## src/rtl/soc_miner_pkg.sv

```systemverilog
// Shared types and constants for the soc_miner register-access bridges.
//   state_t      : regbus2axi4lite FSM states
//   RESP_*       : AXI4-lite BRESP/RRESP encodings
//   PROT_DEFAULT : AxPROT value driven on every request
package soc_miner_pkg;

  typedef enum logic [2:0] {
    ST_IDLE    = 3'd0,
    ST_WR_REQ  = 3'd1,
    ST_WR_RESP = 3'd2,
    ST_RD_REQ  = 3'd3,
    ST_RD_RESP = 3'd4,
    ST_DONE    = 3'd5
  } state_t;

  localparam logic [1:0] RESP_OKAY   = 2'b00;
  localparam logic [1:0] RESP_EXOKAY = 2'b01;
  localparam logic [1:0] RESP_SLVERR = 2'b10;
  localparam logic [1:0] RESP_DECERR = 2'b11;

  localparam logic [2:0] PROT_DEFAULT = 3'b000;

endpackage

```

## src/rtl/regbus2axi4lite.sv

```systemverilog
// regbus -> AXI4-lite initiator bridge. Accepts one single-beat register
// access at a time and replays it as an AXI4-lite write or read.
//
// Ports:
//   Clk, RESET                  : clock, synchronous active-high reset
//   addr_valid/reg_write        : request pulse and direction (1 = write)
//   reg_addr/reg_wdata          : request address and write data
//   reg_rdata/reg_ready/reg_error : completion data, pulse and error flag
//   busy                        : high while a request is in flight
//   m_aw*/m_w*/m_b*             : AXI4-lite write channels
//   m_ar*/m_r*                  : AXI4-lite read channels (m_rlast ignored)
module regbus2axi4lite
  import soc_miner_pkg::*;
#(
  parameter int unsigned ADDR_WIDTH = 32,
  parameter int unsigned DATA_WIDTH = 32
) (
  input  logic                      Clk,
  input  logic                      RESET,
  input  logic                      addr_valid,
  input  logic                      reg_write,
  input  logic [ADDR_WIDTH-1:0]     reg_addr,
  input  logic [DATA_WIDTH-1:0]     reg_wdata,
  output logic [DATA_WIDTH-1:0]     reg_rdata,
  output logic                      reg_ready,
  output logic                      reg_error,
  output logic                      busy,
  output logic                      m_awvalid,
  input  logic                      m_awready,
  output logic [ADDR_WIDTH-1:0]     m_awaddr,
  output logic [2:0]                m_awprot,
  output logic                      m_wvalid,
  input  logic                      m_wready,
  output logic [DATA_WIDTH-1:0]     m_wdata,
  output logic [DATA_WIDTH/8-1:0]   m_wstrb,
  input  logic                      m_bvalid,
  output logic                      m_bready,
  input  logic [1:0]                m_bresp,
  output logic                      m_arvalid,
  input  logic                      m_arready,
  output logic [ADDR_WIDTH-1:0]     m_araddr,
  output logic [2:0]                m_arprot,
  input  logic                      m_rvalid,
  output logic                      m_rready,
  input  logic [DATA_WIDTH-1:0]     m_rdata,
  input  logic [1:0]                m_rresp,
  input  logic                      m_rlast
);

  state_t                r_state;
  logic [ADDR_WIDTH-1:0] r_addr;
  logic [DATA_WIDTH-1:0] r_wdata;
  logic [DATA_WIDTH-1:0] r_rdata;
  logic                  r_ready;
  logic                  r_error;
  logic                  r_busy;
  logic                  r_awvalid;
  logic                  r_wvalid;
  logic                  r_bready;
  logic                  r_arvalid;
  logic                  r_rready;
  logic                  r_aw_done;
  logic                  r_w_done;

  logic w_aw_fin;
  logic w_w_fin;
  logic w_unused;

  // Only bit 1 of a response distinguishes error from success; RLAST is
  // meaningless for single-beat AXI4-lite reads.
  assign w_unused = ^{m_rlast, m_bresp[0], m_rresp[0]};

  // AW and W finish independently; each counts as finished once its own
  // handshake has been seen, either now or in an earlier cycle.
  assign w_aw_fin = r_aw_done | (r_awvalid & m_awready);
  assign w_w_fin  = r_w_done  | (r_wvalid  & m_wready);

  always_ff @(posedge Clk) begin
    if (RESET) begin
      r_state   <= ST_IDLE;
      r_addr    <= '0;
      r_wdata   <= '0;
      r_rdata   <= '0;
      r_ready   <= 1'b0;
      r_error   <= 1'b0;
      r_busy    <= 1'b0;
      r_awvalid <= 1'b0;
      r_wvalid  <= 1'b0;
      r_bready  <= 1'b0;
      r_arvalid <= 1'b0;
      r_rready  <= 1'b0;
      r_aw_done <= 1'b0;
      r_w_done  <= 1'b0;
    end else begin
      r_ready <= 1'b0;
      case (r_state)
        ST_IDLE: begin
          if (addr_valid) begin
            r_addr  <= reg_addr;
            r_wdata <= reg_wdata;
            r_busy  <= 1'b1;
            if (reg_write) begin
              r_awvalid <= 1'b1;
              r_wvalid  <= 1'b1;
              r_state   <= ST_WR_REQ;
            end else begin
              r_arvalid <= 1'b1;
              r_state   <= ST_RD_REQ;
            end
          end
        end
        ST_WR_REQ: begin
          if (r_awvalid && m_awready) begin
            r_awvalid <= 1'b0;
            r_aw_done <= 1'b1;
          end
          if (r_wvalid && m_wready) begin
            r_wvalid <= 1'b0;
            r_w_done <= 1'b1;
          end
          // Later assignments to the done flags win, so they are cleared
          // ready for the next write even when a handshake lands this cycle.
          if (w_aw_fin && w_w_fin) begin
            r_bready  <= 1'b1;
            r_aw_done <= 1'b0;
            r_w_done  <= 1'b0;
            r_state   <= ST_WR_RESP;
          end
        end
        ST_WR_RESP: begin
          if (m_bvalid && r_bready) begin
            r_error  <= m_bresp[1];
            r_bready <= 1'b0;
            r_ready  <= 1'b1;
            r_state  <= ST_DONE;
          end
        end
        ST_RD_REQ: begin
          if (r_arvalid && m_arready) begin
            r_arvalid <= 1'b0;
            r_rready  <= 1'b1;
            r_state   <= ST_RD_RESP;
          end
        end
        ST_RD_RESP: begin
          if (m_rvalid && r_rready) begin
            r_rdata  <= m_rdata;
            r_error  <= m_rresp[1];
            r_rready <= 1'b0;
            r_ready  <= 1'b1;
            r_state  <= ST_DONE;
          end
        end
        ST_DONE: begin
          r_busy  <= 1'b0;
          r_state <= ST_IDLE;
        end
        default: r_state <= ST_IDLE;
      endcase
    end
  end

  assign reg_rdata = r_rdata;
  assign reg_ready = r_ready;
  assign reg_error = r_error;
  assign busy      = r_busy;
  assign m_awvalid = r_awvalid;
  assign m_awaddr  = r_addr;
  assign m_awprot  = PROT_DEFAULT;
  assign m_wvalid  = r_wvalid;
  assign m_wdata   = r_wdata;
  assign m_wstrb   = '1;
  assign m_bready  = r_bready;
  assign m_arvalid = r_arvalid;
  assign m_araddr  = r_addr;
  assign m_arprot  = PROT_DEFAULT;
  assign m_rready  = r_rready;

endmodule

```

## config.mk

```make
export PLATFORM = sky130hd
export DESIGN_NAME = regbus2axi4lite
export DESIGN_NICKNAME = d
export VERILOG_FILES = /design/src/rtl/soc_miner_pkg.sv /design/src/rtl/regbus2axi4lite.sv
export SDC_FILE = /design/constraint.sdc
export NUM_CORES = 1
export LEC_CHECK = 0
export CAP_MARGIN = 20
export CORE_MARGIN = 2
export CORE_UTILIZATION = 39
export CTS_BUF_LIST = sky130_fd_sc_hd__clkbuf_8
export DETAILED_ROUTE_END_ITERATION = 12
export GPL_ROUTABILITY_DRIVEN = 1
export PLACE_DENSITY = 0.84
export RECOVER_POWER = 25
export REMOVE_ABC_BUFFERS = 1
export SLEW_MARGIN = 15
export SYNTH_ARGS = -nofsm -noshare
export SYNTH_HDL_FRONTEND = slang
export SYNTH_SLANG_ARGS = --single-unit
```

## constraint.sdc

```tcl
create_clock -name Clk -period 2 [get_ports Clk]
set_input_delay 0.4 -clock Clk [delete_from_list [all_inputs] [get_ports Clk]]
set_output_delay 0.4 -clock Clk [all_outputs]
set_load 0.005 [all_outputs]
```

Yosys cells after proc, flatten, opt, wreduce, memory -nomap -nowiden
Index checks and enable logic that the tools add are counted.
{ "totals": {"ff_bits": 109, "in_bits": 110, "output_inout_bits": 146} }
{ "op_classes": {"muxes": 35, "bitwise_logic": 4, "reduce_logical": 27, "n_eq_ne": 14} }
{ "op_table": {"columns": ["operator", "count"], "rows": [
  ["2-to-1 mux 1 bit", 20],
  ["inequality test 2 bit, second input constant", 9],
  ["one-hot mux 1 bit (2 select lines)", 8],
  ["nonzero test 2 bit", 8],
  ["2-to-1 mux 3 bit", 5],
  ["one-hot mux 3 bit (5 select lines)", 1],
  ["AND reduction 4 bit", 3],
  ["AND reduction 2 bit", 5],
  ["AND reduction 3 bit", 3],
  ["equality test 3 x 2 -> 1 bit, second input constant", 2],
  ["equality test 3 bit, second input constant", 2],
  ["logical AND 1 bit", 6],
  ["AND reduction 5 bit", 1],
  ["equality test 3 x 1 -> 1 bit, second input constant", 1],
  ["zero test 3 bit", 1],
  ["AND 1 bit", 2],
  ["2-to-1 mux 2 bit", 1],
  ["OR 1 bit", 2]
]} }

Depth between registers and ports, before layout
{ "logic_depth": {"ltp_word": 5, "mapped_depth": 7, "ltp_nobuf": 4} }

Least setup slack after synthesis
OpenSTA, ideal clock, no wires.
{ "synth_path": {"kind": "reg-to-reg", "from": "register r_state[0]", "to": "register r_state[1]", "required_time_ns": 1.877, "stages_incl_launch_ff": 6, "period_less_slack_ns": 1.454, "slack_ns": 0.546, "arrival_ns": 1.331, "n_path_buf": 1, "path_cell_list": "dfxtp_1 > buf_2 > nor3b_4 > o21ai_0 > o211ai_1 > mux2_1"} }
{ "synth_via": {"elab_chain_cells": 3, "word_cells_on_any_way": 12, "classes_between": "9 x eq/ne; 1 x mux; 2 x reduce/logical"} }
{ "synth_rtl": {"columns": ["element", "line_no", "source"], "rows": [
  ["start, declared", "regbus2axi4lite.sv:50", "state_t r_state;"],
  ["start signal, assigned", "regbus2axi4lite.sv:80", "r_state <= ST_IDLE;"],
  ["start signal, assigned", "regbus2axi4lite.sv:105", "r_state <= ST_WR_REQ;"],
  ["start signal, assigned", "regbus2axi4lite.sv:108", "r_state <= ST_RD_REQ;"],
  ["equality test 3 bit, or another cell as far along", "regbus2axi4lite.sv:96", "case (r_state)"],
  ["inequality test 2 bit (no line)", null, null],
  ["AND reduction 5 bit (no line)", null, null]
]} }
Several ways; a longest one is shown, not always the timed one.
A chain may end at the register's enable or synchronous reset.

Final worst setup path
{ "layout_path": {"from": "register r_state[2]", "to": "register r_error (netlist: reg_error)"} }
{ "layout_via": {"elab_chain_cells": 3, "word_cells_on_any_way": 7, "classes_between": "4 x eq/ne; 1 x mux; 2 x reduce/logical"} }
{ "layout_rtl": {"columns": ["element", "line_no", "source"], "rows": [
  ["equality test 3 bit or equality test 3 x 2 -> 1 bit (tied branches)", "regbus2axi4lite.sv:96", null],
  ["inequality test 2 bit (no line) or nonzero test 2 bit (tied branches)", null, null],
  ["AND reduction 3 bit (no line)", null, null],
  ["end signal, assigned", "regbus2axi4lite.sv:132", "r_error <= m_bresp[1];"],
  ["end signal, assigned", "regbus2axi4lite.sv:148", "r_error <= m_rresp[1];"],
  ["end, declared", "regbus2axi4lite.sv:55", "logic r_error;"]
]} }
Several ways; a longest one is shown, not always the timed one.

==> impl_results.md <==
- Final TNS setup: 0 ns
- Fmax achieved: 0.584 GHz
- Synth Flop Type: dfxtp_1
- Post-cts hold buffer count: 0
- Starting density of the core: 39.7%
- Clock sink count: 109
- Initial antenna violation count: 0
- Final Max Tran Viols: 0
- Worst-path maximum fanout: 36
- Ranking of synthesized cells by area: dfxtp_1 51%, nand2_1 18%, a21oi_1 12%
- DRC viols: 0
- Synth top cells by count: 200 x nand2_1, 109 x dfxtp_1, 100 x a21oi_1
- Async S/R FF share, synth: 0%
- Count of state elements after synthesis: 109
- Minimum clock period after layout: 1.71 ns
- IO Port Bufs: 242
- Post-synth EDFFs: 0
- Total power: 5.85 mW
- Most instantiated library cell after synthesis: nand2_1
- Sequential-to-total area share from yosys stat: 50.9%
- Unrepaired setup endpoints after global routing: no
- Area delta synth->final: 56.1%
- Worst Path Arrival: 1.95 ns
- ANT nets after route: 0
- Max Cap Violations: 0
- First-pass GRT wire length: 18.4 mm
- Post-Syn Instances: 534
- Row count: 38
- Fin nets: 839
- Clock latency on the worst-skew pair: 0.36 ns
- ANT cells: 0
- Vias in the first global route: 3,977
- Core area: 10,800 um2
- Placed Cells: 858
- Clk slew on worst S/H paths: 0.11 ns
- Fin cells: 874
- Post-DP HPWL: 8.93 mm
- Die height: 109 um
- CTS Root Cell: clkbuf_8
- First-iteration detailed-routing DRC count: 172
- Rel. slew slack: 64.6%
- Postcts setup bufs: 0
- Crit end category: flip-flop
- Final Skew: 0.0109 ns
- CTS tree: done
- GRT Overall Usage: 19.7%
- P per Cell Area: 875 nW/um2
- Fin util: 62.0%
- Post-Syn Area: 4280 um2
- Area share of the largest cell type after synthesis: 50.9%
- Die area: 11,800 um2
- HP Class: in -> reg
- Crit Path Category: reg -> reg
- Leak pwr: 2.52 nW
- Hold slack: 0.448 ns
- CTS Buf Count: 9
- VDD IR max: 0.543 mV
- Worst-case clock buffer depth: 2
- Vias per cell: 4.78
- Critical path startpoint category: flip-flop
- Largest net degree at the start of global routing: 50
- Crit path required time: 2.24 ns
- Setup violations, final: 0
- Share of cells above drive strength 1: 4.50%
- Yosys synthesis warning count: 0
- Slew at the pin with the worst max-slew slack: 0.530 ns
- Wire length per cell: 13.6 um
- H-tree levels: 3
- Routed wire length: 11.9 mm
- Routability cong.: 0.769
- Status: finished clean
- Synth unique cells: 36
- DR vias: 4,175
- I/O pin total: 256
- Cts repair resizes: 0
- Pre-antenna DRT Iters: 4
- Gr ovfl total: 0
- Final Hold Violating Endpoints: 0
- Syn_area_per_cell: 8.02 um2
- Synth area leader: dfxtp_1
- Die width: 109 um
- Final worst-path cycle share: 85.6%
==> layer usage <==
layer,vias to the layer above,track usage [%],part of all wire (%)
li1,2067,-,-
met1,1909,20.8,38
met2,177,35.5,50
met3,22,6.81,9.1
met4,0,8.52,2.3
met5,-,0,0
==> critical path, stage by stage (launching register included) <==
cell	delay, ns
dfxtp_1	0.54
or3b_1	0.51
nor2_8	0.15
buf_12	0.19
o211a_1	0.17
nor3_1	0.04
==> where the power goes <==
part           total, mW  switching (mW)  leakage (nW)  internal [mW]
clock               1.26           0.760        0.0974          0.500
sequential          2.68           0.227         0.888           2.46
combinational       1.91           0.821          1.53           1.08
total               5.85            1.81          2.52           4.04
==> layout make-up <==
cell class	instances	area, um2
multi-input cells	354	1620
inverters	2	7.51
fillers	917	4110
clock inverters	6	45.0
well taps	140	175
clock buffers	10	138
flip-flops and latches	109	2180
repair buffers	253	2520
==> layout by cell type (no fill, tap or decap), types with 4 or more instances in the layout <==
cell type | synthesis | final
a21oi_1 | 100 | 100
buf_4 | 43 | 8
clkbuf_8 | 0 | 10
clkdlybuf4s50_1 | 0 | 203
conb_1 | 2 | 10
dfxtp_1 | 109 | 109
dlygate4sd3_1 | 0 | 38
nand2_1 | 200 | 199
nor2_1 | 4 | 4
nor3_1 | 7 | 7
==> metrics by stage <==
stage | instance area, um2 | setup WS, ns
2_1_floorplan | 3810 | -0.301
3_3_place_gp | 6510 | 0.0553
3_5_place_dp | 6510 | -0.0125
4_1_cts | 6700 | 0.248
5_1_grt | 6690 | 0.205
6_report | 6690 | 0.289
==> flip-flops by register name, summed over array words and instances, names as in the netlist <==
register,flops
r_state,3
m_awvalid,1
m_wvalid,1
r_w_done,1
busy,1
m_rready,1
m_arvalid,1
m_wdata,32
reg_ready,1
reg_rdata,32
m_araddr,32
r_aw_done,1
m_bready,1
reg_error,1
==> path summary, 6_finish.rpt <==
path	slack, ns	depth (start not counted)	to	start
setup / recovery	0.29	5	reg_error$_SDFFE_PP0P_	r_state[2]$_SDFFE_PP0P_
hold / removal	0.45	2	reg_ready$_SDFF_PP0_	RESET
setup reg to reg	0.29	5	reg_error$_SDFFE_PP0P_	r_state[2]$_SDFFE_PP0P_
hold reg to reg	0.45	2	m_wdata[7]$_SDFFE_PP0P_	m_wdata[7]$_SDFFE_PP0P_
==> kinds of logic after synthesis <==
logic type             synth area share (%)
and+or+nand+nor                        21.7
other                                 0.175
DFF                                    50.9
buffers and inverters                  12.0
AOI/OAI and AO/OA                      14.6
muxes                                 0.497
No activity file was read; power rests on OpenSTA's default activity.
==> variant: new RTL, same flow settings <==
The 6 states of `state_t` get a Gray code encoding in 3 bits.
--- a/src/rtl/soc_miner_pkg.sv
+++ b/src/rtl/soc_miner_pkg.sv
@@ -7,8 +7,8 @@
   typedef enum logic [2:0] {
-    ST_IDLE    = 3'd0,
-    ST_WR_REQ  = 3'd1,
-    ST_WR_RESP = 3'd2,
-    ST_RD_REQ  = 3'd3,
-    ST_RD_RESP = 3'd4,
-    ST_DONE    = 3'd5
+    ST_IDLE    = 3'b000,
+    ST_WR_REQ  = 3'b001,
+    ST_WR_RESP = 3'b011,
+    ST_RD_REQ  = 3'b010,
+    ST_RD_RESP = 3'b110,
+    ST_DONE    = 3'b111
   } state_t;
Behaviour: no difference found for any inputs over 4 cycles, from zero or initial values and one cycle with RESET high; so few cycles prove little.
==> variant against the unedited design <==
  * Area after synthesis grew 1.6%
  * Wire length increased by 6.5%
  * Count of clock-buffer cells in the layout down 1
  * Highest routed layer unchanged
  * Largest cell class unchanged
  * Cell area rose by 2.2%
  * Setup slack got worse by 0.047 ns
  * Synthesized cell count up 1.3%
  * Power fell by 12%
  * Fmax decreased by 2.7%
  * Clock skew is 0.00064 ns lower
  * Core utilization increased by 1.1 points
  * Sequential cell count stayed put
==> variant: results (changes against the unedited design) <==
[run_status]
status=finished, final reports clean  ; unchanged

[synthesis]
synth-async-reset-ratio=0  ; unchanged
muxShareOfSynthArea=0  ; was 0.004966
yosysSeqAreaShare=0.5016  ; was 0.5095
synth_cell_types=34  ; was 36
synth.area.top_cells=dfxtp_1 50%, a21oi_1 12%, nand2_1 12%, buf_4 7.2%, o21ai_0 4.1%  ; was dfxtp_1 51%, nand2_1 18%, a21oi_1 12%, buf_4 7.5%, buf_2 1.8%
yosys-top-cells-count=134 x nand2_1, 109 x dfxtp_1, 103 x a21oi_1  ; was 200 x nand2_1, 109 x dfxtp_1, 100 x a21oi_1
synthXorXnorAreaFrac=0  ; unchanged
yosys_warnings=0  ; unchanged
synth-adder-area-share=0  ; unchanged
synth-compound-area-share=0.1953  ; was 0.1464
synthFlopType=dfxtp_1  ; unchanged

[setup_path]
cp.arrival_ns=1.99  ; was 1.95 ns
cp_max_fo=64  ; was 36
reg2regPathDepth=5  ; unchanged

[cts]
cts-root-buf=clkbuf_8  ; unchanged
cts_buffers=9  ; unchanged
postCtsSetupBuffers=0  ; unchanged
cts_resized=0  ; unchanged
htreeDepth=3  ; unchanged
clk_latency_ns=0.36  ; about the same
cts.path.max_buffers=2  ; unchanged
clk_pin_slew_ns=0.11  ; about the same

[global_route]
grt_pass1_vias=4039  ; was 3977
grt_first_pass_wirelength_um=19210  ; was 18370 µm
track_usage=0.2010  ; was 0.1971
overflow=0  ; unchanged
grt_max_degree=65  ; was 50
antenna_found_initial=0  ; unchanged

[drt]
wirelength_um=12660  ; was 11880 µm
wl_met1_um=4867  ; was 4518 µm
wl_met2_um=6361  ; was 5999 µm
met3_length_um=1180  ; was 1087 µm
first_pass_iters=4  ; unchanged
drt_iter0_markers=198  ; was 172
top_layer=met4  ; unchanged
vias_per_cell=5.023  ; was 4.777

[place]
gp_congestion=0.8038  ; was 0.7692
place_ws_ns=-0.1232  ; was -0.01255 ns
port_buffers=242  ; unchanged
post_dp_cell_area_um2=6673  ; was 6513 µm²
dp_hpwl_um=9338  ; was 8932 µm

[timing]
tightest_slew_ns=0.8253  ; was 0.5298 ns
fin_worst_skew_ns=0.01026  ; was 0.01090 ns

[power]
switching_power_w=0.001497  ; was 0.001808 W
p_leak_nw=2.480  ; was 2.517 nW
ir_drop_v=0.0004477  ; was 0.0005434 V

[layout]
nets=842  ; was 839
n_antenna_cell=0  ; unchanged
layout-drive-gt1-share=0.04613  ; was 0.04496
nFillCells=891  ; was 917

[hold_path]
worst_hold_path.num_cells=2  ; unchanged
min_path_type=input port to flip-flop  ; unchanged

variant: cell count changes in the layout (fill, tap and decap cells not counted), moves of 3 or more:
cell	before	now
nand2_1	199	134
o21ai_0	3	36
nand3_1	1	33
clkdlybuf4s50_1	203	222
dlygate4sd3_1	38	19
nor3_1	7	0
a211oi_1	0	4
buf_12	2	6
a21oi_1	100	103
nor2_1	4	1
nor2b_1	1	4
variant: cell families after synthesis:
family,Yosys count
flip-flops,109
AND/OR/NAND/NOR,185
buffers and inverters,87
AO/OA/AOI/OAI,158
other,2
variant: final timing paths:
path / startpoint / endpoint / slack [ns]
min reg2reg: m_wdata[30] / m_wdata[30] / 0.46
max reg2reg: r_state[1] / reg_rdata[28] / 0.31
min: RESET / m_wdata[4] / 0.31
max: addr_valid / m_araddr[6] / 0.24
variant: critical path, stage by stage:
cell and delay, ns:
clkdlybuf4s50_1 0.49, or4b_2 0.65, buf_12 0.24, nand2_1 0.12, a21oi_1 0.07
variant: final cells by class:
type                    count  area (µm²)  area share
clock inverters             7       51.30    0.007504
clock buffers               9       123.9     0.01812
flip-flops and latches    109        2182      0.3192
multi-input cells         353        1695      0.2480
well taps                 140       175.2     0.02562
inverters                   2       7.507    0.001098
repair buffers            257        2601      0.3805
variant: power by group through the flow:
stage | clock [W] | combinational (W) | sequential (W)
2_1_floorplan | 0 | 0.000449 | 0.00258
3_3_place_gp | 0 | 0.00144 | 0.00254
3_5_place_dp | 0 | 0.00148 | 0.00255
4_1_cts | 0.00125 | 0.00148 | 0.00250
5_1_grt | 0.00134 | 0.00160 | 0.00252
6_report | 0.00121 | 0.00145 | 0.00250
variant: layer usage:
metal / vias to the layer above / GRT usage
met4: 0 / 0.07414
met1: 2048 / 0.2325
met5: - / 0
li1: 2149 / -
met3: 21 / 0.06935
met2: 187 / 0.3430
variant: per-stage QoR:
| stage | TNS [ns] | instances |
|---|---|---|
| 2_1_floorplan | -97.72 | 464 |
| 5_1_grt | 0 | 877 |
| 3_5_place_dp | -5.941 | 861 |
| 4_1_cts | 0 | 877 |
| 3_3_place_gp | -4.605 | 861 |
| 6_report | 0 | 877 |
